$ cat src/rtl/axi_stream_insert_header_if.sv
// Bundle of the payload, output and header channels of the AXI-Stream header inserter.
// The slave modport is the inserter's view; master is the view of whatever drives it.
interface axi_stream_insert_header_if #(
  parameter int DATA_WD      = 32,
  parameter int DATA_BYTE_WD = DATA_WD / 8,
  parameter int BYTE_CNT_WD  = $clog2(DATA_BYTE_WD)
);
  logic                    valid_in;
  logic [DATA_WD-1:0]      data_in;
  logic [DATA_BYTE_WD-1:0] keep_in;
  logic                    last_in;
  logic                    ready_in;

  logic                    valid_out;
  logic [DATA_WD-1:0]      data_out;
  logic [DATA_BYTE_WD-1:0] keep_out;
  logic                    last_out;
  logic                    ready_out;

  logic                    valid_insert;
  logic [DATA_WD-1:0]      data_insert;
  logic [DATA_BYTE_WD-1:0] keep_insert;
  logic [BYTE_CNT_WD-1:0]  byte_insert_cnt;
  logic                    ready_insert;

  modport slave (
    input  valid_in, data_in, keep_in, last_in,
    output ready_in,
    output valid_out, data_out, keep_out, last_out,
    input  ready_out,
    input  valid_insert, data_insert, keep_insert, byte_insert_cnt,
    output ready_insert
  );

  modport master (
    output valid_in, data_in, keep_in, last_in,
    input  ready_in,
    input  valid_out, data_out, keep_out, last_out,
    output ready_out,
    output valid_insert, data_insert, keep_insert, byte_insert_cnt,
    input  ready_insert
  );
endinterface

$ cat src/rtl/axi_stream_insert_header.sv
// AXI-Stream header inserter: prepends a 1..DATA_BYTE_WD byte header and re-packs the payload densely.
// Optional macro AXIS_INS_HDR_B2B_EN adds a second header slot so packets can follow back to back.
module axi_stream_insert_header #(
  parameter int DATA_WD      = 32,
  parameter int DATA_BYTE_WD = DATA_WD / 8,
  parameter int BYTE_CNT_WD  = $clog2(DATA_BYTE_WD)
) (
  input logic                       clk,
  input logic                       rst_n,
  axi_stream_insert_header_if.slave bus
);
  localparam int CW = BYTE_CNT_WD + 1;

  typedef enum logic [1:0] {S_IDLE, S_DATA, S_FLUSH} state_t;

  state_t                  r_state;
  logic [DATA_WD-1:0]      r_res;
  logic [CW-1:0]           r_rcnt;
  logic [CW-1:0]           r_fcnt;
  logic                    r_valid_out;
  logic [DATA_WD-1:0]      r_data_out;
  logic [DATA_BYTE_WD-1:0] r_keep_out;
  logic                    r_last_out;

  function automatic logic [CW-1:0] popcnt(input logic [DATA_BYTE_WD-1:0] k);
    logic [CW-1:0] n;
    n = '0;
    for (int i = 0; i < DATA_BYTE_WD; i++) n = n + CW'(k[i]);
    return n;
  endfunction

  function automatic logic [DATA_BYTE_WD-1:0] top_keep(input logic [CW-1:0] n);
    return ~({DATA_BYTE_WD{1'b1}} >> n);
  endfunction

  function automatic logic [DATA_WD-1:0] low_mask(input logic [CW-1:0] n);
    return ~({DATA_WD{1'b1}} << {n, 3'b000});
  endfunction

  function automatic logic [DATA_WD-1:0] byte_mask(input logic [DATA_BYTE_WD-1:0] k);
    logic [DATA_WD-1:0] m;
    for (int i = 0; i < DATA_BYTE_WD; i++) m[8*i +: 8] = {8{k[i]}};
    return m;
  endfunction

  logic                    w_ld, w_acc, w_hdr, w_single, w_end;
  logic [CW-1:0]           w_n, w_m, w_fcnt;
  logic [CW:0]             w_t;
  logic [DATA_WD-1:0]      w_hdr_res, w_beat, w_new_res, w_flush;
  logic [DATA_BYTE_WD-1:0] w_keep_single, w_keep_flush;

  assign w_ld     = !r_valid_out || bus.ready_out;
  assign w_acc    = (r_state == S_DATA) && bus.valid_in && w_ld;
  assign w_hdr    = bus.valid_insert && bus.ready_insert;
  assign w_n      = popcnt(bus.keep_insert);
  assign w_m      = popcnt(bus.keep_in);
  assign w_t      = {1'b0, r_rcnt} + {1'b0, w_m};
  assign w_single = (w_t <= (CW+1)'(DATA_BYTE_WD));
  assign w_fcnt   = CW'(w_t - (CW+1)'(DATA_BYTE_WD));

  // Residual lives in the low R bytes; the output beat is the top word of {residual, data_in}.
  assign w_hdr_res     = bus.data_insert & low_mask(w_n);
  assign w_beat        = DATA_WD'({r_res, bus.data_in} >> {r_rcnt, 3'b000});
  assign w_new_res     = bus.data_in & low_mask(r_rcnt);
  assign w_keep_single = top_keep(w_t[CW-1:0]);
  assign w_keep_flush  = top_keep(r_fcnt);
  assign w_flush       = (r_res << {CW'(DATA_BYTE_WD) - r_rcnt, 3'b000}) & byte_mask(w_keep_flush);
  assign w_end         = (w_acc && bus.last_in && w_single) || ((r_state == S_FLUSH) && w_ld);

`ifdef AXIS_INS_HDR_B2B_EN
  logic               r_hs_vld;
  logic [DATA_WD-1:0] r_hs_res;
  logic [CW-1:0]      r_hs_cnt;
  logic               w_take;

  assign bus.ready_insert = !r_hs_vld;
  assign w_take           = r_hs_vld && ((r_state == S_IDLE) || w_end);
`else
  assign bus.ready_insert = (r_state == S_IDLE);
`endif

  assign bus.ready_in  = (r_state == S_DATA) && w_ld;
  assign bus.valid_out = r_valid_out;
  assign bus.data_out  = r_data_out;
  assign bus.keep_out  = r_keep_out;
  assign bus.last_out  = r_last_out;

  always_ff @(posedge clk or negedge rst_n) begin
    if (!rst_n) begin
      r_state     <= S_IDLE;
      r_res       <= '0;
      r_rcnt      <= '0;
      r_fcnt      <= '0;
      r_valid_out <= 1'b0;
      r_data_out  <= '0;
      r_keep_out  <= '0;
      r_last_out  <= 1'b0;
`ifdef AXIS_INS_HDR_B2B_EN
      r_hs_vld    <= 1'b0;
      r_hs_res    <= '0;
      r_hs_cnt    <= '0;
`endif
    end else begin
      if (w_ld) r_valid_out <= 1'b0;
      case (r_state)
        S_IDLE: begin
`ifndef AXIS_INS_HDR_B2B_EN
          if (w_hdr) begin
            r_res   <= w_hdr_res;
            r_rcnt  <= w_n;
            r_state <= S_DATA;
          end
`endif
        end
        S_DATA: begin
          if (w_acc) begin
            r_valid_out <= 1'b1;
            r_res       <= w_new_res;
            if (!bus.last_in) begin
              r_data_out <= w_beat;
              r_keep_out <= '1;
              r_last_out <= 1'b0;
            end else if (w_single) begin
              r_data_out <= w_beat & byte_mask(w_keep_single);
              r_keep_out <= w_keep_single;
              r_last_out <= 1'b1;
              r_state    <= S_IDLE;
            end else begin
              r_data_out <= w_beat;
              r_keep_out <= '1;
              r_last_out <= 1'b0;
              r_fcnt     <= w_fcnt;
              r_state    <= S_FLUSH;
            end
          end
        end
        S_FLUSH: begin
          if (w_ld) begin
            r_valid_out <= 1'b1;
            r_data_out  <= w_flush;
            r_keep_out  <= w_keep_flush;
            r_last_out  <= 1'b1;
            r_state     <= S_IDLE;
          end
        end
        default: r_state <= S_IDLE;
      endcase
`ifdef AXIS_INS_HDR_B2B_EN
      // A queued header starts the next packet on the same edge the current one ends.
      if (w_take) begin
        r_res    <= r_hs_res;
        r_rcnt   <= r_hs_cnt;
        r_state  <= S_DATA;
        r_hs_vld <= 1'b0;
      end else if (w_hdr) begin
        r_hs_vld <= 1'b1;
        r_hs_res <= w_hdr_res;
        r_hs_cnt <= w_n;
      end
`endif
    end
  end

  a_hdr_cnt: assert property (@(posedge clk) disable iff (!rst_n)
    (bus.valid_insert && bus.ready_insert) |-> (w_n[BYTE_CNT_WD-1:0] == bus.byte_insert_cnt));

endmodule

$ cat src/flat_wrapper.sv
// flat-port wrapper written by rule: the top's interface ports become plain ports
module axi_stream_insert_header_flat 
#(
  parameter int DATA_WD      = 32,
  parameter int DATA_BYTE_WD = DATA_WD / 8,
  parameter int BYTE_CNT_WD  = $clog2(DATA_BYTE_WD)
)
  (clk, rst_n, bus_valid_in, bus_data_in, bus_keep_in, bus_last_in, bus_ready_in, bus_valid_out, bus_data_out, bus_keep_out, bus_last_out, bus_ready_out, bus_valid_insert, bus_data_insert, bus_keep_insert, bus_byte_insert_cnt, bus_ready_insert);
  axi_stream_insert_header_if #(.DATA_WD(DATA_WD), .DATA_BYTE_WD(DATA_BYTE_WD), .BYTE_CNT_WD(BYTE_CNT_WD)) bus_i ();
  input logic clk;
  input logic rst_n;
  input wire logic [$bits(bus_i.valid_in)-1:0] bus_valid_in;
  input wire logic [$bits(bus_i.data_in)-1:0] bus_data_in;
  input wire logic [$bits(bus_i.keep_in)-1:0] bus_keep_in;
  input wire logic [$bits(bus_i.last_in)-1:0] bus_last_in;
  output wire logic [$bits(bus_i.ready_in)-1:0] bus_ready_in;
  output wire logic [$bits(bus_i.valid_out)-1:0] bus_valid_out;
  output wire logic [$bits(bus_i.data_out)-1:0] bus_data_out;
  output wire logic [$bits(bus_i.keep_out)-1:0] bus_keep_out;
  output wire logic [$bits(bus_i.last_out)-1:0] bus_last_out;
  input wire logic [$bits(bus_i.ready_out)-1:0] bus_ready_out;
  input wire logic [$bits(bus_i.valid_insert)-1:0] bus_valid_insert;
  input wire logic [$bits(bus_i.data_insert)-1:0] bus_data_insert;
  input wire logic [$bits(bus_i.keep_insert)-1:0] bus_keep_insert;
  input wire logic [$bits(bus_i.byte_insert_cnt)-1:0] bus_byte_insert_cnt;
  output wire logic [$bits(bus_i.ready_insert)-1:0] bus_ready_insert;
  assign bus_i.valid_in = bus_valid_in;
  assign bus_i.data_in = bus_data_in;
  assign bus_i.keep_in = bus_keep_in;
  assign bus_i.last_in = bus_last_in;
  assign bus_ready_in = bus_i.ready_in;
  assign bus_valid_out = bus_i.valid_out;
  assign bus_data_out = bus_i.data_out;
  assign bus_keep_out = bus_i.keep_out;
  assign bus_last_out = bus_i.last_out;
  assign bus_i.ready_out = bus_ready_out;
  assign bus_i.valid_insert = bus_valid_insert;
  assign bus_i.data_insert = bus_data_insert;
  assign bus_i.keep_insert = bus_keep_insert;
  assign bus_i.byte_insert_cnt = bus_byte_insert_cnt;
  assign bus_ready_insert = bus_i.ready_insert;
  axi_stream_insert_header #(.DATA_WD(DATA_WD), .DATA_BYTE_WD(DATA_BYTE_WD), .BYTE_CNT_WD(BYTE_CNT_WD)) u_core (.clk(clk), .rst_n(rst_n), .bus(bus_i));
endmodule
$ cat config.mk
export PLATFORM = sky130hd
export DESIGN_NAME = axi_stream_insert_header_flat
export DESIGN_NICKNAME = d
export VERILOG_FILES = /design/src/rtl/axi_stream_insert_header_if.sv /design/src/rtl/axi_stream_insert_header.sv /design/src/flat_wrapper.sv
export SDC_FILE = /design/constraint.sdc
export NUM_CORES = 1
export LEC_CHECK = 0
export CORE_MARGIN = 4
export CORE_UTILIZATION = 57
export DETAILED_ROUTE_END_ITERATION = 12
export PLACE_DENSITY = 0.92
export SETUP_SLACK_MARGIN = 0.2
export SLEW_MARGIN = 15
export SYNTH_ARGS = -nofsm -noshare
export SYNTH_HDL_FRONTEND = slang
export SYNTH_SLANG_ARGS = --single-unit
$ cat constraint.sdc
create_clock -name clk -period 3.9 [get_ports clk]
set_input_delay 0.975 -clock clk [delete_from_list [all_inputs] [get_ports clk]]
set_output_delay 0.975 -clock clk [all_outputs]
set_load 0.05 [all_outputs]
==> impl_metrics.py <==
metrics = {
    "floorplan": {
        "start_util_pct": 59.39,
        "dieWidth_um": 109.8,
        "fp.dieH_um": 109.8,
        "coreArea_sq_mm": 0.009955,
        "row_count": 36,
        "num_io_pins": 120,
        "die_area_sq_mm": 0.01206,
    },
    "timing": {
        "min_period_ns": 3.566,
        "fin_skew_ns": 0.01084,
        "max_slew_margin_pct": 31.43,
        "timing.final.crit_share_pct": 91.44,
        "drv_slew": 0,
        "fin_ws_ns": 0.3337,
        "timing.fmax_mhz": 280.4,
        "worst_pin_slew_ns": 1.028,
        "setup_violations": 0,
        "hold_viol_final": 0,
        "rsz0062_at_grt": "no",
    },
    "min_path": {
        "hold_class": "flip-flop to flip-flop",
    },
    "route": {
        "drcViolationCount": 0,
        "via_per_inst": 6.736,
        "ant_nets": 0,
        "dr.first_iter.drc_count": 653,
        "drt-pass1-iter-count": 6,
        "vias": 6069,
        "routedWlPerCell_um": 22.91,
        "finalWirelength_mm": 20.64,
    },
    "clock_network": {
        "htree_levels": 3,
        "clk_pin_slew_ns": 0.08,
        "numCtsBuffers": 9,
        "clk_path_buf_depth": 2,
        "cts.sinks": 78,
        "cts_root_buf": "clkbuf_8",
        "cts_tree": "yes",
        "post_cts_buffers": 0,
        "clk_latency_ns": 0.38,
    },
    "yosys": {
        "synth_top_cell_by_area": "dfrtp_1",
        "synth-async-reset-ratio_pct": 100.0,
        "synth_most_common_cell": "mux2i_1",
        "synth_fp_nets": 759,
        "ys.flop_type": "dfrtp_1",
        "yosysSeqAreaShare_pct": 33.02,
        "ys_top_cells_by_count": "mux2i_1, a21oi_1, dfrtp_1",
        "synthCells": 662,
        "synth_top_area_share_pct": 33.02,
        "synth_edf_count": 0,
        "ys_seq_elements": 78,
        "synthTopCellsByArea": "dfrtp_1, mux2i_1, a21oi_1",
        "netlist_area_sq_mm": 0.005912,
        "syn_area_per_cell_sq_um": 8.930,
        "synth-warning-count": 0,
        "ys_types": 49,
    },
    "placement": {
        "hpwl_mm": 14.73,
        "port_buffers": 117,
        "pre_cts_ws_ns": -0.3769,
        "place_congestion": 0.9667,
    },
    "setup_path": {
        "critPathMostFrequentCell": "inv_1",
        "cp_cell_sequence": "clkdlybuf4s50_1 > inv_1 > fa_1 > inv_1 > ha_2 > fa_2 > xnor2_2 > and4_4 > buf_4 > a221oi_4 > buf_6 > o211ai_1 > a31oi_1",
        "cp-end-kind": "flip-flop",
        "cp.arrival_ns": 3.86,
        "cp.required_ns": 4.19,
        "critPathTopFamily": "adder cells",
        "crit_buf_inv": 5,
        "path_class": "input pin to flip-flop",
        "critical_path.max_stage_delay_ns": 0.53,
        "start_kind": "input pin",
        "path_max_fanout": 7,
        "slowest_stage": "fa_1",
    },
    "finish": {
        "n_antenna_cell": 0,
        "area_growth_pct": 26.58,
        "drive_gt1_share_pct": 11.33,
        "fill_cells": 692,
        "layout.nets": 860,
    },
    "run": {
        "cap_violations": 0,
    },
    "outcome": {
        "status": "completed",
    },
    "global_route": {
        "antenna_found_initial": 0,
        "grt_max_degree": 79,
        "grt_usage_pct": 35.28,
        "grt_pass1_vias": 5899,
        "grt-ovfl-total": 0,
        "grt_pass1_wl_mm": 32.01,
    },
}
-- state kept, by name, summed over array words and instances, names as in the netlist --
name,flops
u_core.r_rcnt,3
u_core.bus.valid_out,1
u_core.r_fcnt,3
u_core.bus.keep_out,4
u_core.r_res,32
u_core.bus.data_out,32
u_core.r_state,2
u_core.bus.last_out,1
-- placed cells by master, fill, tap and decap left out, drive strengths merged, types with 6 or more instances in the layout --
master         Yosys  layout
clkdlybuf4s50      0     113
mux2i             89      89
a21oi             81      81
dfrtp             78      78
nor2              75      75
nand2             47      47
a22oi             46      46
buf               36      30
o21ai             23      23
inv               19      19
o22ai             15      15
a32oi             14      14
mux2              14      14
ha                14      14
nand3             13      13
a31oi             10      10
clkbuf            19      10
nor2b              9       9
mux4               9       9
o22a               6       6
o211ai             6       6
-- final timing paths --
path                       slack (ns)  depth (start not counted)              startpoint                 endpoint
setup / recovery                 0.33                         13          bus_keep_in[2]  u_core.bus.data_out[25]
hold / removal                   0.49                          2  u_core.bus.keep_out[3]   u_core.bus.keep_out[3]
setup reg to reg                 1.12                          7        u_core.r_rcnt[0]  u_core.bus.data_out[13]
hold reg to reg                  0.49                          2  u_core.bus.keep_out[3]   u_core.bus.keep_out[3]
max in group asynchronous        2.42                          1                   rst_n         u_core.r_rcnt[0]
min in group asynchronous        0.76                          1                   rst_n          u_core.r_res[1]
-- stage by stage --
| step | std cells | TNS (ns) | util, % | hold WS, ns | cell area (sq um) |
|---|---|---|---|---|---|
| floorplan | 662 | 0 | - | 0.4952 | 5912 |
| global placement | 885 | -8.623 | 72.46 | 0.4539 | 7213 |
| detailed placement | 885 | -12.26 | 72.46 | 0.4746 | 7213 |
| CTS | 901 | 0 | 75.05 | 0.4935 | 7471 |
| global route | 901 | 0 | 75.18 | 0.5272 | 7483 |
| finish | 901 | 0 | 75.18 | 0.4882 | 7483 |
-- repair_timing --
item,CTS,global route
resized for setup,11,3
cloned,0,0
setup endpoints to repair,37,35
pin swaps,4,5
hold buffers,0,0
-- routing by layer --
metal | vias to the layer above | part of all wire [%] | GRT usage, %
met4 | 0 | 4.1 | 15.23
li1 | 2662 | - | -
met5 | - | 0 | 0
met3 | 83 | 12 | 9.513
met1 | 2868 | 38 | 45.60
met2 | 456 | 46 | 55.59
-- worst min-delay path, stage by stage (launching register included) --
cell	delay [ns]
dfrtp_1	0.35
nand2_1	0.05
o21ai_0	0.06
-- cells by family after synthesis --
logic type | Yosys count | synth area share (%)
AO/OA/AOI/OAI | 214 | 23.68
XOR/XNOR | 1 | 0.1482
adder cells (fa/ha/maj) | 17 | 3.979
buffers and inverters | 76 | 5.862
flip-flops | 78 | 33.02
multiplexers | 112 | 21.16
AND/OR/NAND/NOR | 164 | 12.15
-- layout make-up --
| type | count | area (sq um) | area share, % |
|---|---|---|---|
| clock buffer | 10 | 127.6 | 1.705 |
| clock inverter | 6 | 86.33 | 1.154 |
| inverter | 21 | 78.83 | 1.053 |
| multi-input combinational | 508 | 3672 | 49.07 |
| sequential | 78 | 1954 | 26.12 |
| tap | 133 | 166.4 | 2.224 |
| timing repair buffer | 145 | 1398 | 18.68 |
Power is not shown: default switching activity piles up to over one toggle a cycle in this logic, so the estimate is an artifact.
